## src/rtl/stream_demux_pkg.sv

```systemverilog
// stream_demux_pkg
// Shared constants for the stream demultiplexer: default geometry and the
// encoding of the mode input.
//   DEFAULT_WIDTH : payload bits per beat
//   DEFAULT_N     : output channel count (power of two, >= 2)
//   MODE_ADDR     : mode value selecting the channel from in_sel
//   MODE_RR       : mode value selecting the channel from rr_ptr
package stream_demux_pkg;

    localparam int DEFAULT_WIDTH = 8;
    localparam int DEFAULT_N     = 8;

    localparam logic MODE_ADDR = 1'b0;
    localparam logic MODE_RR   = 1'b1;

endpackage

```

## src/rtl/stream_demux_slot.sv

```systemverilog
// demux_slot
// One-entry register slice holding a single beat for one output channel.
// A write and a read on the same edge leave the slot full with the new beat,
// so a continuously streaming channel runs at one beat per cycle.
// The data register resets to zero and otherwise keeps its last value once
// drained; only the valid flag tracks occupancy.
// Ports:
//   clk      : clock, rising edge
//   rst_n    : asynchronous active-low reset (clears valid and data)
//   wr_en    : load din this edge (caller guarantees slot is free or draining)
//   din      : incoming payload
//   rd_ready : downstream accepts the held beat this edge
//   valid    : slot holds a beat
//   dout     : held payload
module demux_slot
    import stream_demux_pkg::*;
#(
    parameter int WIDTH = DEFAULT_WIDTH
) (
    input  logic             clk,
    input  logic             rst_n,
    input  logic             wr_en,
    input  logic [WIDTH-1:0] din,
    input  logic             rd_ready,
    output logic             valid,
    output logic [WIDTH-1:0] dout
);

    always_ff @(posedge clk or negedge rst_n) begin
        if (!rst_n) begin
            valid <= 1'b0;
            dout  <= '0;
        end else begin
            if (wr_en) begin
                // Refill takes priority over drain: covers the same-edge
                // drain+refill case without a bubble.
                valid <= 1'b1;
                dout  <= din;
            end else if (valid && rd_ready) begin
                valid <= 1'b0;
            end
        end
    end

endmodule

```

## src/rtl/stream_demux.sv

```systemverilog
// stream_demux
// Routes a single valid/ready input stream to one of N output channels.
// Each channel owns a one-entry slot, so a stalled channel only blocks beats
// that target it. The target is in_sel in addressed mode, or rr_ptr in
// round-robin mode; rr_ptr advances only on accepted round-robin beats.
// Ports:
//   clk       : clock, rising edge
//   rst_n     : asynchronous active-low reset
//   in_valid  : upstream beat present
//   in_data   : upstream payload (WIDTH bits)
//   in_sel    : target channel in addressed mode (SELW bits)
//   mode      : MODE_ADDR (use in_sel) or MODE_RR (use rr_ptr)
//   in_ready  : target slot can take a beat this cycle
//   out_valid : per-channel beat present (N bits)
//   out_data  : channel i payload on [i*WIDTH +: WIDTH]
//   out_ready : per-channel downstream acceptance (N bits)
//   rr_ptr    : next round-robin target
//   xfer_cnt  : accepted input beats, wraps at 16 bits
module stream_demux
    import stream_demux_pkg::*;
#(
    parameter  int WIDTH = DEFAULT_WIDTH,
    parameter  int N     = DEFAULT_N,
    localparam int SELW  = $clog2(N)
) (
    input  logic               clk,
    input  logic               rst_n,
    input  logic               in_valid,
    input  logic [WIDTH-1:0]   in_data,
    input  logic [SELW-1:0]    in_sel,
    input  logic               mode,
    output logic               in_ready,
    output logic [N-1:0]       out_valid,
    output logic [N*WIDTH-1:0] out_data,
    input  logic [N-1:0]       out_ready,
    output logic [SELW-1:0]    rr_ptr,
    output logic [15:0]        xfer_cnt
);

    logic [SELW-1:0] target;
    logic [N-1:0]    slot_valid;
    logic [N-1:0]    slot_wr;
    logic            accept;

    // Target is purely combinational, so a mode change is seen by the very
    // next cycle's acceptance decision; beats already in slots are untouched.
    always_comb begin
        target = in_sel;
        if (mode == MODE_RR) begin
            target = rr_ptr;
        end
    end

    // A full slot whose consumer is taking the beat this edge counts as free.
    assign in_ready = ~slot_valid[target] | out_ready[target];
    assign accept   = in_valid & in_ready;

    for (genvar i = 0; i < N; i++) begin : g_slot
        assign slot_wr[i] = accept && (target == SELW'(i));

        demux_slot #(
            .WIDTH (WIDTH)
        ) u_slot (
            .clk      (clk),
            .rst_n    (rst_n),
            .wr_en    (slot_wr[i]),
            .din      (in_data),
            .rd_ready (out_ready[i]),
            .valid    (slot_valid[i]),
            .dout     (out_data[i*WIDTH +: WIDTH])
        );
    end

    assign out_valid = slot_valid;

    // N is a power of two, so natural SELW-bit overflow is the modulo-N wrap.
    always_ff @(posedge clk or negedge rst_n) begin
        if (!rst_n) begin
            rr_ptr <= '0;
        end else if (accept && (mode == MODE_RR)) begin
            rr_ptr <= rr_ptr + SELW'(1);
        end
    end

    always_ff @(posedge clk or negedge rst_n) begin
        if (!rst_n) begin
            xfer_cnt <= '0;
        end else if (accept) begin
            xfer_cnt <= xfer_cnt + 16'd1;
        end
    end

endmodule

```

## config.mk

```make
export PLATFORM = sky130hd
export DESIGN_NAME = stream_demux
export DESIGN_NICKNAME = d
export VERILOG_FILES = /design/src/rtl/stream_demux_pkg.sv /design/src/rtl/stream_demux_slot.sv /design/src/rtl/stream_demux.sv
export SDC_FILE = /design/constraint.sdc
export NUM_CORES = 1
export LEC_CHECK = 0
export CAP_MARGIN = 20
export CORE_ASPECT_RATIO = 0.9
export CORE_MARGIN = 5
export CORE_UTILIZATION = 47
export CTS_CLUSTER_SIZE = 12
export DETAILED_ROUTE_END_ITERATION = 10
export PLACE_DENSITY_LB_ADDON = 0.15
export SLEW_MARGIN = 25
export SYNTH_ARGS = -nofsm -noshare
export SYNTH_HDL_FRONTEND = slang
export SYNTH_SLANG_ARGS = --single-unit
```

## constraint.sdc

```tcl
create_clock -name clk -period 2.7 [get_ports clk]
set_input_delay 0.405 -clock clk [delete_from_list [all_inputs] [get_ports clk]]
set_output_delay 0.405 -clock clk [all_outputs]
set_load 0.005 [all_outputs]
```

# Yosys cells after proc, flatten, opt, wreduce, memory -nomap -nowiden
# Index checks and enable logic that the tools add are counted.
[word_totals] reg_bits=91 in_bits=23 output_inout_bits=92 wordCells=78
[classes] addsub=2 n_lt_le_gt_ge=1 n_eq_ne=7 n_mux=21 n_bitwise=3 reduce_logical=26
[op_table] operator="$mux W1" n=18
[op_table] operator="$logic_and A1 B1 Y1" n=17
[op_table] operator="$add A16 B1 Y16 const B" n=1
[op_table] operator="$reduce_bool A2 Y1" n=8
[op_table] operator="$eq A3 B3 Y1 const B" n=4
[op_table] operator="$bmux W1 S3" n=2
[op_table] operator="$eq A3 B2 Y1 const B" n=2
[op_table] operator="$lt A3 B4 Y1 const B" n=1
[op_table] operator="$add A3 B1 Y3 const B" n=1
[op_table] operator="$eq A3 B1 Y1 const B" n=1
[op_table] operator="$logic_not A3 Y1" n=1
[op_table] operator="$mux W3" n=1
[op_table] operator="$and A1 B1 Y1" n=1
[op_table] operator="$not A1 Y1" n=1
[op_table] operator="$or A1 B1 Y1" n=1

# Logic depth before layout (Yosys ltp)
[depth] ltp_word=8 ltp_mapped=10 depth_no_buf=6

# Cells and area by module
# From an unflattened synthesis, not the netlist that was laid out.
[hier_totals] hier_cells=279 area_unflattened_um2=4215.3
[by_module_without_submodules] mod="demux_slot" n_inst=8 cells_each=20 area_per_inst_um2=369.1 seq_area_each_um2=225.2
[by_module_without_submodules] mod="stream_demux" n_inst=1 cells_each=119 area_per_inst_um2=1262.5 seq_area_each_um2=475.5

# Worst setup path before layout
# OpenSTA, ideal clock, no wires.
[synth_path] path_type="reg-to-reg" start="register rr_ptr[0]" end="register g_slot[3].u_slot.dout[0]" t_arrival_ns=2.306 path_slack_ns=0.269 path_stages_with_launch=10 path_buffers=3 period_less_slack_ns=2.431 path_cell_list="dfrtp_1 buf_2 nand2_1 and2_4 mux4_2 a22oi_2 buf_6 and3_4 buf_12 mux2_4"
[synth_between] elab_chain_cells=7 word_cells_on_any_way=10 classes_between="1 x eq/ne; 5 x mux; 3 x bitwise; 1 x reduce/logical"
[synth_lines] item="start, declared" line_no="stream_demux.sv:36" source="output logic [SELW-1:0] rr_ptr,"
[synth_lines] item="start signal, assigned" line_no="stream_demux.sv:81" source="rr_ptr <= rr_ptr + SELW'(1);"
[synth_lines] item="$mux W3 *" line_no="stream_demux.sv:49" source="if (mode == MODE_RR) begin"
[synth_lines] item="$bmux W1 S3" line_no="stream_demux.sv:55" source="assign in_ready = ~slot_valid[target] | out_ready[target];"
[synth_lines] item="$mux W1 (not written as such)" line_no="stream_demux.sv:55"
[synth_lines] item="$not A1 Y1" line_no="stream_demux.sv:55"
[synth_lines] item="$or A1 B1 Y1" line_no="stream_demux.sv:55"
[synth_lines] item="$and A1 B1 Y1" line_no="stream_demux.sv:56" source="assign accept = in_valid & in_ready;"
[synth_lines] item="$logic_and A1 B1 Y1 *" line_no="stream_demux.sv:59" source="assign slot_wr[i] = accept && (target == SELW'(i));"
[synth_lines] item="end signal, assigned" line_no="stream_demux_slot.sv:38" source="dout <= din;"
[synth_lines] item="end, declared" line_no="stream_demux_slot.sv:26" source="output logic [WIDTH-1:0] dout"
# Every way passes the cells marked *; elsewhere a longest branch is shown, timed or not. The select of a mux whose other input is x is not followed.
# A chain may end at the register's enable or synchronous reset.

# Worst setup path after layout
[layout_path] start="input out_ready[4]" end="output in_ready"
[layout_between] elab_chain_cells=3
[layout_lines] item="start, declared" line_no="stream_demux.sv:35" source="input logic [N-1:0] out_ready,"
[layout_lines] item="$bmux W1 S3" line_no="stream_demux.sv:55"
[layout_lines] item="$mux W1 (not written as such)" line_no="stream_demux.sv:55"
[layout_lines] item="$or A1 B1 Y1" line_no="stream_demux.sv:55"
[layout_lines] item="end, declared" line_no="stream_demux.sv:32" source="output logic in_ready,"
# No other way between the ends. The select of a mux whose other input is x is not followed.

==> flow_summary.toml <==
[run_status]
violations = "hold timing"
outcome = "finished with violations"

[timing]
finalSetupViolCount = 0
finClkSkew_ns = 0.0119
grt_setup_unrepaired = "no"
layout_worst_path_cycle_share_pct = 95.8
fin_ws_ns = 0.112
tns_ns = 0
slew_violations = 0
slew_headroom_pct = 66.0
layout_min_cycle_time_ns = 2.59
fmax_mhz = 386
hold_viol = 2
whs_ns = -0.00321
tightest_slew_ns = 0.498

[critical_path]
startpoint_type = "input pin"
slowest_delay_ns = 0.49
worstPathCellList = "clkdlybuf4s50_1 > or3b_2 > a22oi_1 > a2111oi_0 > a22oi_2 > buf_6 > dlygate4sd2_1"
crit_arrival_ns = 2.18
cp_slowest_cell = "clkdlybuf4s50_1"
crit_path_end_kind = "output port"
cp_max_fo = 2
crit_required_ns = 2.30
reg2reg_from = "rr_ptr[0]"
crit_type = "input pin to output port"
startpoint = "out_ready[4]"

[drt]
ant_nets = 0
detail_route.wl_per_cell_um = 17.7
num_vias = 2771
drt_wl_total_um = 9600
drt_iter0_markers = 117
firstDrtPassIters = 4
route.detailed.drc = 0
vias_per_cell = 5.09

[cts]
cts_inserted_buffers = 9
cts_hold_buf = 0
h-tree-depth = 3
cts_buffer_depth = 2
clockRootBuffer = "clkbuf_8"
clk_latency_ns = 0.36
cts_tree = "yes"
path_clk_slew_ns = 0.09
cts.sinks = 91

[synthesis]
synthesis.nets = 316
synth_top_cell_area_share_pct = 56.6
synthFlopType = "dfrtp_1"
synth.area.top_cells = "dfrtp_1 (57%), mux2_2 (16%), xnor2_1 (3.5%)"
post_synth.cell_area_avg_um2 = 13.8
yosys.area.top_type = "dfrtp_1"
yosysWarningCount = 0
async_reset_ff_share_pct = 100
ys_ff_latch = 91
synthCells = 291
ys_types = 43
synth_area_um2 = 4020
synth-edff-count = 0
seq_area_frac_synth_pct = 56.6

[placed_design]
dpl_worst_slack_ns = -0.399
dp_cells = 526
place_area_um2 = 5390
io_buffers = 114
gp_congestion = 0.823
dp_hpwl_um = 6830

[floorplan]
core_um2 = 8450
start_util_pct = 47.6
num_rows = 32
die_x_um = 108
io_pins = 115
die_y_um = 97.8
dieArea_um2 = 10500

[pwr]
leakage_nw = 2.49
power.switching_mw = 1.59
pwr-share-seq_pct = 41.7
clock_power_share_pct = 15.5
power.internal_mw = 3.93
ir_drop_uv = 546
p_sw_share_pct = 28.9
finalPower_mw = 5.53
combPwrFrac_pct = 42.9
powerDensity_nw_per_um2 = 989

[job]
drv_cap = 0

[final_layout]
fin_nets = 445
area_delta_synth_final_pct = 38.9
drive_above_1_share_pct = 28.5
final_core_util_pct = 66.1
fin_cells = 544
antennaDiodeCount = 0
fin_area_um2 = 5590
n_fill_cell = 647

[global_route]
grtUsageTotal_pct = 19.3
overflow = 0
grt_antenna_before_repair = 0
grt_max_degree = 56
first_global_vias = 2956
grt_pass1_wl_um = 15800

[min_path]
hold_class = "input pin to async pin"
==> worst max-delay path: cells and delay by family <==
| kind | cells | cell delay (ns) |
|---|---|---|
| compound gates | 3 | 0.47 |
| simple gates | 1 | 0.45 |
| buf+inv | 3 | 0.85 |
==> sequential cells by signal, summed over array words and instances, names as in the netlist <==
register             flops
rr_ptr                   3
g_slot.u_slot.dout      64
g_slot.u_slot.valid      8
xfer_cnt                16
==> layer usage <==
layer | vias up | global-route usage [%] | part of all wire (%)
met5 | - | 0 | 0
li1 | 1286 | - | -
met1 | 1399 | 25.7 | 44
met2 | 76 | 30.0 | 47
met3 | 10 | 6.94 | 7.5
met4 | 0 | 5.15 | 1.0
==> Yosys cell counts (4+ instances only) <==
master,instances
a21o_1,8
and3_1,18
dfrtp_1,91
nand4_1,7
mux2_2,58
buf_4,17
nand2_1,4
nand3_1,10
inv_1,9
mux2_4,8
xnor2_1,16
==> layout by cell type (no fill, tap or decap), types with 2 or more instances in the layout <==
cell type,n
xnor2_1,16
dlygate4sd2_1,4
mux2_2,58
mux4_2,2
nand3_1,10
inv_1,9
dfrtp_1,90
buf_4,22
and3_1,17
a21oi_1,2
ha_1,2
clkinvlp_4,4
nor2b_1,2
nand3b_1,2
and2_1,2
nor2_1,2
mux2_4,8
clkdlybuf4s50_1,109
clkbuf_8,9
a21o_1,8
nand4_1,7
or3b_2,2
nand2_1,4
and4_1,2
buf_12,6
==> path summary, 6_finish.rpt <==
path	endpoint	slack, ns	cells past startpoint
worst max register to register	g_slot[2].u_slot.dout[6]	0.24	9
max in group asynchronous	g_slot[2].u_slot.dout[7]	2.03	2
worst min register to register	xfer_cnt[15]	0.47	1
worst max-delay path	in_ready	0.11	7
worst min-delay path	xfer_cnt[5]	-0.003	1
min in group clk	xfer_cnt[15]	0.47	1
==> power groups by stage <==
stage	logic, mW	clock network, mW	registers (mW)
after floorplan	0.887	0	2.31
after global placement	2.35	0	2.31
after detailed placement	2.38	0	2.33
after CTS	2.42	0.884	2.30
after global routing	2.56	0.955	2.39
final	2.37	0.855	2.30
==> area by class of cell <==
type                    count  area [um2]  area share [%]
flip-flops and latches     91        2280            40.8
multi-input cells         167        1530            27.3
repair buffers            142        1420            25.5
well taps                 119         149            2.67
clock buffers              10         128            2.28
clock inverters             6        50.0           0.896
inverters                   9        33.8           0.605
==> kinds of logic (layout without fill, tap and decap cells) <==
logic type / after synthesis / in the layout / synth area share (%)
AO/OA/AOI/OAI: 20 / 20 / 3.70
XOR/XNOR: 17 / 17 / 3.70
adder cells (fa/ha/maj): 2 / 2 / 0.622
buffers and inverters: 33 / 167 / 5.51
flip-flops: 91 / 91 / 56.6
multiplexers: 69 / 69 / 20.6
AND/OR/NAND/NOR: 59 / 59 / 9.24
==> what timing repair did <==
item                       CTS  global route
buffers inserted             2             0
resized for setup            6             3
setup endpoints to repair    1             9
pin swaps                    1             0
(Power assumes the default switching activity.)
